--- src/rtl/pong_pkg.sv ---
// Screen geometry and AI state encoding shared by the paddle, ball and collision logic.
package pong_pkg;

   localparam int SCREEN_W   = 640;
   localparam int SCREEN_H   = 480;
   localparam int BALL_SIZE  = 8;
   localparam int PADDLE_H   = 50;
   localparam int PADDLE_X_L = 20;
   localparam int PADDLE_X_R = 600;

   typedef enum logic [1:0] {
      CENTER     = 2'd0,
      WAIT_REACT = 2'd1,
      TRACK      = 2'd2
   } ai_state_e;

endpackage

--- src/rtl/pong_paddle_ctrl_clamp_step.sv ---
// Moves a position toward a target by at most one step, honouring a dead zone,
// and clamps the result to [0, MAX_POS].
module clamp_step #(
   parameter int MAX_POS = 430
) (
   input  logic        [9:0]  i_cur,
   input  logic signed [10:0] i_target,
   input  logic        [9:0]  i_max_step,
   input  logic        [9:0]  i_dead_zone,
   output logic        [9:0]  o_next
);

   logic signed [11:0] w_cur;
   logic signed [11:0] w_tgt;
   logic signed [11:0] w_step;
   logic signed [11:0] w_dz;
   logic signed [11:0] w_dist;
   logic signed [11:0] w_abs;
   logic signed [11:0] w_cand;

   always_comb begin
      w_cur  = $signed({2'b00, i_cur});
      w_tgt  = $signed({i_target[10], i_target});
      w_step = $signed({2'b00, i_max_step});
      w_dz   = $signed({2'b00, i_dead_zone});
      w_dist = w_tgt - w_cur;
      w_abs  = (w_dist < 0) ? -w_dist : w_dist;

      if (w_abs <= w_dz)
         w_cand = w_cur;
      else if (w_abs <= w_step)
         w_cand = w_tgt;
      else if (w_dist < 0)
         w_cand = w_cur - w_step;
      else
         w_cand = w_cur + w_step;

      if (w_cand < 0)
         o_next = '0;
      else if (w_cand > $signed(12'(MAX_POS)))
         o_next = 10'(MAX_POS);
      else
         o_next = w_cand[9:0];
   end

endmodule

--- src/rtl/pong_paddle_ctrl.sv ---
// One paddle's vertical position: button control or a ball-tracking AI with
// reaction delay, speed limit and dead zone. All motion happens on refr_tick.
//
//   state      | meaning
//   CENTER     | drift back to Y_START, wait for the ball to approach
//   WAIT_REACT | ball approaching, paddle frozen while the reaction delay counts
//   TRACK      | follow the ball centre, speed-limited, with dead zone
module pong_paddle_ctrl #(
   parameter int SCREEN_H    = pong_pkg::SCREEN_H,
   parameter int PADDLE_H    = pong_pkg::PADDLE_H,
   parameter int BALL_SIZE   = pong_pkg::BALL_SIZE,
   parameter int Y_START     = (SCREEN_H - PADDLE_H) / 2,
   parameter int PLAYER_STEP = 4,
   parameter int AI_STEP     = 2,
   parameter int DEAD_ZONE   = 4,
   parameter int REACT_TICKS = 6,
   parameter int SERVE_JUMP  = 16,
   parameter int SIDE_RIGHT  = 1
) (
   input  logic       clk,
   input  logic       rstn,
   input  logic       i_refr_tick,
   input  logic       i_mode_ai,
   input  logic       i_btn_up,
   input  logic       i_btn_dn,
   input  logic [9:0] i_ball_x,
   input  logic [9:0] i_ball_y,
   output logic [9:0] o_paddle_y,
   output logic [1:0] o_ai_state,
   output logic       o_moving
);
   import pong_pkg::*;

   localparam int MAX_Y  = SCREEN_H - PADDLE_H;
   localparam int AI_OFS = PADDLE_H / 2 - BALL_SIZE / 2;
   localparam int CNT_W  = $clog2(REACT_TICKS + 1);

   ai_state_e          r_state;
   logic [9:0]         r_paddle_y;
   logic               r_moving;
   logic [9:0]         r_ball_x_prev;
   logic [CNT_W-1:0]   r_react_cnt;
   logic               r_approaching;

   logic signed [10:0] w_dx;
   logic signed [10:0] w_adx;
   logic               w_serve;
   logic               w_approach;
   logic signed [10:0] w_cur;
   logic signed [10:0] w_ai_raw;
   logic signed [10:0] w_ai_tgt;
   logic signed [10:0] w_tgt;
   logic [9:0]         w_step;
   logic [9:0]         w_dz;
   logic [9:0]         w_next;
   logic [CNT_W-1:0]   w_cnt_inc;

   // Direction and serve are judged on this tick's ball_x so the FSM reacts in the same tick.
   always_comb begin
      w_dx    = $signed({1'b0, i_ball_x}) - $signed({1'b0, r_ball_x_prev});
      w_adx   = (w_dx < 0) ? -w_dx : w_dx;
      w_serve = (w_adx > 11'(SERVE_JUMP));
      if (i_ball_x == r_ball_x_prev)
         w_approach = r_approaching;
      else if (SIDE_RIGHT != 0)
         w_approach = (i_ball_x > r_ball_x_prev);
      else
         w_approach = (i_ball_x < r_ball_x_prev);
   end

   always_comb begin
      w_cur    = $signed({1'b0, r_paddle_y});
      w_ai_raw = $signed({1'b0, i_ball_y}) - 11'(AI_OFS);
      if (w_ai_raw < 0)
         w_ai_tgt = '0;
      else if (w_ai_raw > 11'(MAX_Y))
         w_ai_tgt = 11'(MAX_Y);
      else
         w_ai_tgt = w_ai_raw;

      w_tgt  = w_cur;
      w_step = 10'(AI_STEP);
      w_dz   = '0;
      if (!i_mode_ai) begin
         w_step = 10'(PLAYER_STEP);
         if (i_btn_up && !i_btn_dn)
            w_tgt = w_cur - 11'(PLAYER_STEP);
         else if (i_btn_dn && !i_btn_up)
            w_tgt = w_cur + 11'(PLAYER_STEP);
      end else begin
         case (r_state)
            CENTER: w_tgt = 11'(Y_START);
            TRACK: begin
               w_tgt = w_ai_tgt;
               w_dz  = 10'(DEAD_ZONE);
            end
            default: w_tgt = w_cur;
         endcase
      end
   end

   clamp_step #(
      .MAX_POS (MAX_Y)
   ) u_clamp_step (
      .i_cur       (r_paddle_y),
      .i_target    (w_tgt),
      .i_max_step  (w_step),
      .i_dead_zone (w_dz),
      .o_next      (w_next)
   );

   assign w_cnt_inc = r_react_cnt + 1'b1;

   always_ff @(posedge clk or negedge rstn) begin
      if (!rstn) begin
         r_state       <= CENTER;
         r_paddle_y    <= 10'(Y_START);
         r_moving      <= 1'b0;
         r_ball_x_prev <= '0;
         r_react_cnt   <= '0;
         r_approaching <= 1'b0;
      end else if (i_refr_tick) begin
         r_paddle_y    <= w_next;
         r_moving      <= (w_next != r_paddle_y);
         r_ball_x_prev <= i_ball_x;
         r_approaching <= w_approach;
         if (!i_mode_ai) begin
            r_state     <= CENTER;
            r_react_cnt <= '0;
         end else begin
            case (r_state)
               CENTER: begin
                  if (w_approach && !w_serve) begin
                     r_state     <= WAIT_REACT;
                     r_react_cnt <= CNT_W'(1);
                  end
               end
               WAIT_REACT: begin
                  if (w_serve || !w_approach) begin
                     r_state     <= CENTER;
                     r_react_cnt <= '0;
                  end else begin
                     r_react_cnt <= w_cnt_inc;
                     if (w_cnt_inc >= CNT_W'(REACT_TICKS))
                        r_state <= TRACK;
                  end
               end
               TRACK: begin
                  if (w_serve || !w_approach) begin
                     r_state     <= CENTER;
                     r_react_cnt <= '0;
                  end
               end
               default: begin
                  r_state     <= CENTER;
                  r_react_cnt <= '0;
               end
            endcase
         end
      end
   end

   assign o_paddle_y = r_paddle_y;
   assign o_ai_state = r_state;
   assign o_moving   = r_moving;

endmodule

--- config.mk ---
export PLATFORM = sky130hd
export DESIGN_NAME = pong_paddle_ctrl
export DESIGN_NICKNAME = d
export VERILOG_FILES = /design/src/rtl/pong_pkg.sv /design/src/rtl/pong_paddle_ctrl_clamp_step.sv /design/src/rtl/pong_paddle_ctrl.sv
export SDC_FILE = /design/constraint.sdc
export NUM_CORES = 1
export LEC_CHECK = 0
export BUFFER_PORTS_ARGS = -buffer_cell sky130_fd_sc_hd__clkbuf_2
export CORE_UTILIZATION = 30
export DETAILED_ROUTE_END_ITERATION = 10
export PLACE_DENSITY = 0.56
export SLEW_MARGIN = 10
export SYNTH_ARGS = -nofsm -noshare
export SYNTH_HDL_FRONTEND = slang
export SYNTH_SLANG_ARGS = --single-unit
--- constraint.sdc ---
create_clock -name clk -period 10.65 [get_ports clk]
set_clock_uncertainty 0.2 [all_clocks]
set_input_delay 2.6625 -clock clk [delete_from_list [all_inputs] [get_ports clk]]
set_output_delay 2.6625 -clock clk [all_outputs]
set_load 0.02 [all_outputs]
# After elaboration in Yosys (flattened, before gate mapping)
# Index checks and enable logic that the tools add are counted.
# op_classes
n_mul	0
addsub	10
eq_ne	7
order_cmp	11
shift	0
bitwise	0
n_div	0
reduce_logical	11
n_mux	28
# ops
op	count
$mux 11	6
$mux 12	4
$le 12x4->1	2
$lt 12x1->1 const B	2
$lt 11x1->1 const B	2
$pmux 11 s2	1
$mux 3	7
$mux 10	2
$gt 12x10->1 const B	1
$neg 12->12	1
$sub 11x11->12	1
$add 10x3->11	1
$add 10x3->11 const B	1
$gt 11x10->1 const B	1
$gt 11x6->1 const B	1
$neg 11->11	1
$sub 10x10->11	1
$sub 10x3->11	1
$sub 10x3->11 const B	1
$sub 10x5->11 const B	1
$eq 10x10->1	1
$gt 10x10->1	1
$mux 2	5
$ne 10x10->1	1
15 further kinds	21
# totals
in_bits	26
mem_bits_ro	0
word_cells	73
ff_bits	27
mem_bits_rw	0
latch_bits	0
n_memories	0

# Longest topological paths before layout
# Gate-level depths: netlist (run 1).
# logic_depth
depth_word	16
mapped_depth	35

# Modules after synthesis
# From an unflattened synthesis (run 1), not the netlist that was laid out.
# unflattened
cells_unflattened	763
hier_area_um2	5626.6
# modules_own_cells
module	cells_each	instances	area_per_inst_um2	seq_area_each_um2
pong_paddle_ctrl	376	1	2897.8	683.2
clamp_step	387	1	2728.9	0.0

# Least setup slack after synthesis (run 1)
# No wires, ideal clock.
# synth_path
path_kind	input port to flip-flop
startpoint	input port i_ball_y[0]
endpoint	register r_moving, in the netlist o_moving
setup_ps	129
required_ps	10321
setup_slack_ps	1074
cell_stages	32
arrival_ps	9247
cell_sequence	inv_1 -> ha_1 -> nor2b_1 -> nand4b_1 -> o31a_1 -> o32ai_1 -> a21oi_1 -> nand2b_1 -> or3_1 -> a221oi_1 -> ha_1 -> buf_6 -> a21oi_4 -> nand2_4 -> nor4_2 -> or3_4 -> buf_4 -> clkbuf_1 -> mux2i_1 -> ha_1 -> nand3_1 -> nand2_1 -> or2_2 -> and4bb_2 -> a21o_1 -> o221a_2 -> nor2b_4 -> a211oi_2 -> o21ai_4 -> o22ai_1 -> a21oi_1 -> o41a_1
# synth_via
elab_chain_cells	16
word_cells_on_any_way	21
cone_classes	add/sub (3); order compare (7); eq/ne (1); mux (10)
# synth_lines
element	line_no	text
from (decl)	pong_paddle_ctrl.sv:27	input logic [9:0] i_ball_y,
$sub 10x5->11 *	pong_paddle_ctrl.sv:73	w_ai_raw = $signed({1'b0, i_ball_y}) - 11'(AI_OFS);
$gt 11x10->1	pong_paddle_ctrl.sv:76	else if (w_ai_raw > 11'(MAX_Y))
$mux 11	pong_paddle_ctrl.sv:76	
$mux 11 *	pong_paddle_ctrl.sv:74	if (w_ai_raw < 0)
$pmux 11 s2 *	pong_paddle_ctrl.sv:91	case (r_state)
$mux 11 *	pong_paddle_ctrl.sv:84	if (!i_mode_ai) begin
$sub 11x11->12	pong_paddle_ctrl_clamp_step.sv:26	w_dist = w_tgt - w_cur;
$neg 12->12 or $lt 12x1->1 (tied branches)	pong_paddle_ctrl_clamp_step.sv:27, pong_paddle_ctrl_clamp_step.sv:33	
$mux 12	pong_paddle_ctrl_clamp_step.sv:27	w_abs = (w_dist < 0) ? -w_dist : w_dist;
$le 12x4->1	pong_paddle_ctrl_clamp_step.sv:31	else if (w_abs <= w_step)
$mux 12	pong_paddle_ctrl_clamp_step.sv:31	
$mux 12 *	pong_paddle_ctrl_clamp_step.sv:29	if (w_abs <= w_dz)
$gt 12x10->1	pong_paddle_ctrl_clamp_step.sv:40	else if (w_cand > $signed(12'(MAX_POS)))
$mux 10	pong_paddle_ctrl_clamp_step.sv:40	
$mux 10 *	pong_paddle_ctrl_clamp_step.sv:38	if (w_cand < 0)
$ne 10x10->1 *	pong_paddle_ctrl.sv:124	r_moving <= (w_next != r_paddle_y);
to (signal assigned)	pong_paddle_ctrl.sv:124	
to (decl)	pong_paddle_ctrl.sv:40	logic r_moving;
# Every way passes the cells marked *; elsewhere a longest branch is shown, timed or not.
# A chain may end at the register's enable or synchronous reset.

# Worst setup path in the final report (run 1)
# Same ends and word-level chain as after synthesis.

==> metrics, run 1 <==
vias per cell between 5 and 6; Clock power frac 5.0%; global-route wire length before repair 23900 um; clock sinks 27; Final WS setup 0.692 ns; CTS H-tree depth 1; VDD IR max ~180 uV; final worst path period need ~10 ns; initial antenna violation count 0; Setup-failing EPs final 0; status completed; die area between 15000 and 20000 um2; multi-input logic area 3870 um2; top-level I/O count 39; critical path's largest stage delay 0.54 ns; CTS clk-pin slew, worst paths about 0.070 ns; row cnt 46; max-slew violations 0; CP most frequent cell ha_1; P_sw a little over 1 mW; Top FF cell, synth dfrtp_1; Async SR Flop Fraction 100%; Final Hold Fails 0; Max-slew headroom 35.2%; Sw Share about 58%; Die H ~130 um; 1st-iter DRT viols approximately 410; TritonCTS clock tree done; Crit-path slowest cell nor2b_1; crit path DAT ~9.9 ns; syn_nets 721; period utilization 93.5%; Worst setup SP type primary input; final core area utilization between 30% and 40%; largest net degree at the start of global routing 45; post-synth top area share between 10% and 20%; gp weighted congestion just over 0.9; Post-Layout Cell Count 894; most area-hungry cell type in the Yosys netlist dfrtp_1; # DRC 0; delay-heaviest family, CP compound AO/OA/AOI/OAI gates; syn avg cell area around 7.5 um2; post-synthesis cell count 656; Yosys cell types 99; Total Power 1.77 mW; fillers between 1500 and 2000; Worst Path Buf+Inv 3; Logic pwr share between 80% and 90%; share of cells above drive strength 1 about 15%; P&R area growth vs syn 9.62%; sequential-to-total area share from yosys stat between 10% and 20%; DP Cell Count roughly 900; grt ovf 0; worst skew pair latency roughly 0.26 ns; CTS root buf clkbuf_16; TritonCTS buffer count 3; worst slew pin tran around 0.95 ns; Vias just under 5000; dpl cell area ~5300 um2; fmax 0.100 GHz; worst hold slack around 0.31 ns; design area 5360 um2; Die Span X ~130 um; Post-CTS Hold Buffers 0; clock tree buffer depth 2; Seq. cell area 683 um2; setup TNS 0 ns; Crit. End Element register; final-stage net count around 740; Yosys reg bits 27; Post-Route WL roughly 15000 um; Worst Path Max Fanout 9; pre-CTS WS 0.386 ns; top post-synthesis cells by area dfrtp_1 (11%), ha_1 (9.0%), o21ai_0 (5.1%); Max Cap Viol 0; vias in the first global route 4667; PD cells roughly 330 nW/um2; starting density of the core 30.8%; worst hold path class register to register; Flop pwr share approximately 12%; Pint between 0.7 and 0.8 mW; Yosys warnings 0; RSZ-0062 raised after global routing no; Detail Placement HPWL 11800 um; Routed wire per std cell ~17 um; antenna fix cells 0; Post-synth EDFFs 0; port buffer count 38; Synth Cell Area a little under 5000 um2; CP Class primary input to register; Total GRT Usage 17.8%; leakage around 2.2 nW; Final ANT Viol Nets 0; first-pass detailed-route iteration total 6; core box area 15900 um2; Worst EP required approximately 11 ns
[power by group through the flow]
| stage | registers, mW | clock network [mW] | logic, mW |
|---|---|---|---|
| global placement | 0.202 | 0 | 1.45 |
| finish | 0.202 | 0.0882 | 1.48 |
| global route | 0.205 | 0.0944 | 1.62 |
| floorplan | 0.177 | 0 | 1.16 |
| CTS | 0.200 | 0.0911 | 1.45 |
| detailed placement | 0.202 | 0 | 1.44 |
[Yosys cell counts (14+ instances only)]
cell / number
clkbuf_1: 16
nor3_1: 16
o21ai_0: 50
nand2_1: 56
nand3_1: 24
nor2_1: 49
dfrtp_1: 21
inv_1: 55
xnor2_1: 25
o211ai_1: 14
a21oi_1: 43
ha_1: 35
[placed cells by master, fill, tap and decap left out, types with 5 or more instances in the layout]
cell type and n:
a211oi_1 11, a21o_1 9, a21oi_1 43, a31oi_1 9, and2_1 6, and3_1 8
buf_4 6, clkbuf_2 38, dfrtp_1 21, dfstp_2 6, ha_1 35, inv_1 55
nand2_1 56, nand2b_1 9, nand3_1 24, nand3b_1 5, nand4_1 10, nor2_1 49
nor2b_1 7, nor3_1 16, nor4_1 7, o211ai_1 14, o21a_1 5, o21ai_0 50
o22ai_1 11, o31ai_1 5, or3_1 8, xnor2_1 25
[timing repair]
item | 4_1_cts | 5_1_grt
buffers inserted | 0 | 0
setup endpoints to repair | 0 | 1
gates resized for setup | 0 | 2
[flip-flops by register name (all words and copies together) (netlist names)]
register       count
o_paddle_y        10
r_react_cnt        3
r_approaching      1
o_ai_state         2
r_ball_x_prev     10
o_moving           1
[cells by family (layout without fill, tap and decap cells)]
group                      count (synthesis)  in the layout  share of synthesized area (%)
and+or+nand+nor                          237            237                           26.2
AOI/OAI and AO/OA                        230            230                           34.5
buffers and inverters                     85            107                           7.16
xor gates and xnor gates                  30             30                           5.81
adders and majority gates                 39             39                           10.6
DFF                                       27             27                           14.0
muxes                                      8              8                           1.74
[worst register-to-register path, delay by kind of cell (launching register included)]
| kind | cells | cell delay (ns) |
|---|---|---|
| and+or+nand+nor | 8 | 1.73 |
| buffers and inverters | 2 | 0.66 |
| AOI/OAI and AO/OA | 12 | 2.96 |
| xor gates and xnor gates | 3 | 0.43 |
| DFF | 1 | 0.78 |
| adders and majority gates | 3 | 1.03 |
[path summary, 6_finish.rpt]
path	slack [ns]	startpoint	to	cells after the start
setup / recovery	0.69	i_ball_y[0]	o_moving	32
hold / removal	0.31	r_ball_x_prev[0]	r_ball_x_prev[0]	1
setup reg to reg	2.76	o_paddle_y[3]	o_moving	28
hold reg to reg	0.31	r_ball_x_prev[0]	r_ball_x_prev[0]	1
max in group asynchronous	7.58	rstn	o_paddle_y[9]	1
min in group asynchronous	2.23	rstn	r_ball_x_prev[9]	1
[area by class of cell]
class,instances,share of cell area (%)
timing repair buffer,44,4.39
multi-input combinational,544,72.2
clock buffer,4,1.47
inverter,59,4.13
sequential,27,12.7
tap,216,5.04
[routing by layer]
layer | vias up | GRT usage, % | routed length [um]
li1 | 2501 | - | -
met5 | - | 0 | 0
met3 | 24 | 2.06 | 711
met4 | 0 | 4.86 | 311
met2 | 153 | 29.0 | 6860
met1 | 2264 | 24.7 | 6880
Note: power is estimated with default switching activity, not from simulation.
==> inputs of run 2 (changes only) <==
--- a/config.mk
+++ b/config.mk
@@ -5,6 +5,8 @@
 export SDC_FILE = /design/constraint.sdc
 export NUM_CORES = 1
 export LEC_CHECK = 0
+export ABC_AREA = 1
+export ABC_CLOCK_PERIOD_IN_PS = 10650
 export BUFFER_PORTS_ARGS = -buffer_cell sky130_fd_sc_hd__clkbuf_2
 export CORE_UTILIZATION = 30
 export DETAILED_ROUTE_END_ITERATION = 10
==> metrics, run 2 <==
leakage 2.74 nW; Max-slew headroom 27.5%; Post-CTS Hold Buffers 0; TritonCTS buffer count 3; Yosys reg bits 27; fmax 0.108 GHz; Die H roughly 130 um; syn_nets approximately 850; clock sinks 27; most area-hungry cell type in the Yosys netlist nand2_1; period utilization 86.8%; vias in the first global route roughly 4500; die area approximately 16000 um2; P&R area growth vs syn 8.77%; antenna fix cells 0; grt ovf 0; final core area utilization 33.4%; Crit. End Element register; Resized Gates After CTS 0; Final ANT Viol Nets 0; design area a little over 5000 um2; # DRC 0; multi-input logic area approximately 3400 um2; first-pass detailed-route iteration total 4; syn avg cell area just under 6 um2; top post-synthesis cells by area nand2_1 (19%), dfrtp_1 (11%), ha_1 (9.4%); Detail Placement HPWL 10700 um; worst hold path class register to register; port buffer count 38; RSZ-0062 raised after global routing no; Max Cap Viol 0; Yosys cell types 45; starting density of the core a little under a third; Seq. cell area 683 um2; worst hold slack 0.303 ns; vias per cell about 4.8; TritonCTS clock tree done; initial antenna violation count 0; row cnt between 40 and 50; share of cells above drive strength 1 roughly 12%; Post-Layout Cell Count 996; Synth Cell Area between 4000 and 5000 um2; sequential-to-total area share from yosys stat between 10% and 20%; PD cells between 300 and 400 nW/um2; Async SR Flop Fraction 100%; final-stage net count between 800 and 900; core box area 15200 um2; CP Class primary input to register; global-route wire length before repair approximately 21000 um; VDD IR max 108 uV; fillers between 1500 and 2000; Vias 4771; Post-synth EDFFs 0; CTS clk-pin slew, worst paths roughly 0.07 ns; leading cell type in the layout, fill and taps excluded nand2_1; Worst setup SP type primary input; Setup-failing EPs final 0; Yosys warnings 0; Crit-path slowest cell o211ai_1; Synth top cells by count nand2_1 (241), inv_1 (104), nand3_1 (68); gp weighted congestion 0.896; CP most frequent cell nand2_1; critical path's largest stage delay ~0.52 ns; Die Span X approximately 130 um; clock tree buffer depth 2; crit path DAT between 9 and 10 ns; Top FF cell, synth dfrtp_1; 1st-iter DRT viols approximately 210; CTS root buf clkbuf_16; post-synthesis cell count about 780; post-synth top area share 19.4%; Routed wire per std cell 12.8 um; worst skew pair latency around 0.26 ns; final worst path period need between 9 and 10 ns; worst slew pin tran 1.08 ns; pre-CTS WS ~1.2 ns; Total Power between 1.5 and 2 mW; largest net degree at the start of global routing 28; setup TNS 0 ns; most frequent cells in the layout nand2_1 (241), inv_1 (104), nand3_1 (68); dpl cell area between 4000 and 5000 um2; top-level I/O count 39; Post-Route WL approximately 13000 um; Total GRT Usage about 16%; CTS H-tree depth 1; Setup Buffers After CTS 0; Final Hold Fails 0; most frequent cell after synthesis nand2_1; status completed; Worst EP required about 11 ns; Final WS setup ~1.4 ns; max-slew violations 0; DP Cell Count slightly below 1000; Worst Path Max Fanout 19
[run 2: path summary, 6_finish.rpt]
check / from / endpoint / slack, ns / cells after the start
setup / recovery: i_ball_y[0] / o_moving / 1.41 / 46
hold / removal: r_approaching / r_approaching / 0.30 / 2
setup reg to reg: o_paddle_y[2] / o_moving / 3.57 / 40
hold reg to reg: r_approaching / r_approaching / 0.30 / 2
max in group asynchronous: rstn / o_paddle_y[3] / 7.57 / 1
min in group asynchronous: rstn / r_ball_x_prev[6] / 2.23 / 1
[run 2: where the power goes]
group          switching, mW  total, mW  internal [mW]
combinational          0.911       1.39          0.479
clock                 0.0350     0.0863         0.0513
sequential            0.0588      0.195          0.136
total                   1.00       1.67          0.666
[run 2: kinds of logic (layout without fill, tap and decap cells)]
logic type               Yosys count  after routing  share of synthesized area [%]
AO/OA/AOI/OAI                    115            115                           14.4
buffers and inverters            136            161                           11.7
adder cells (fa/ha/maj)           39             39                           11.1
flip-flops                        27             27                           14.6
XOR/XNOR                          32             32                           6.01
AND/OR/NAND/NOR                  434            434                           42.1
[run 2: final cells by class]
type | instances | area share (%)
clock buffers | 4 | 1.55
inverters | 119 | 8.90
multi-input cells | 620 | 67.7
flip-flops and latches | 27 | 13.5
well taps | 188 | 4.64
repair buffers | 38 | 3.75
[run 2: metal layers]
metal | share of wire [%] | GRT usage (%) | vias up
met1 | 46 | 20.8 | 2132
met3 | 4.1 | 2.07 | 8
li1 | - | - | 2571
met4 | 0.72 | 2.24 | 0
met2 | 49 | 29.7 | 60
met5 | 0 | 0 | -
[run 2: worst max-delay path: cells and delay by family]
family,cells,cell delay (ns)
AO/OA/AOI/OAI,7,1.67
XOR/XNOR,1,0.19
adder cells (fa/ha/maj),3,0.82
buffers and inverters,7,0.52
AND/OR/NAND/NOR,28,3.29
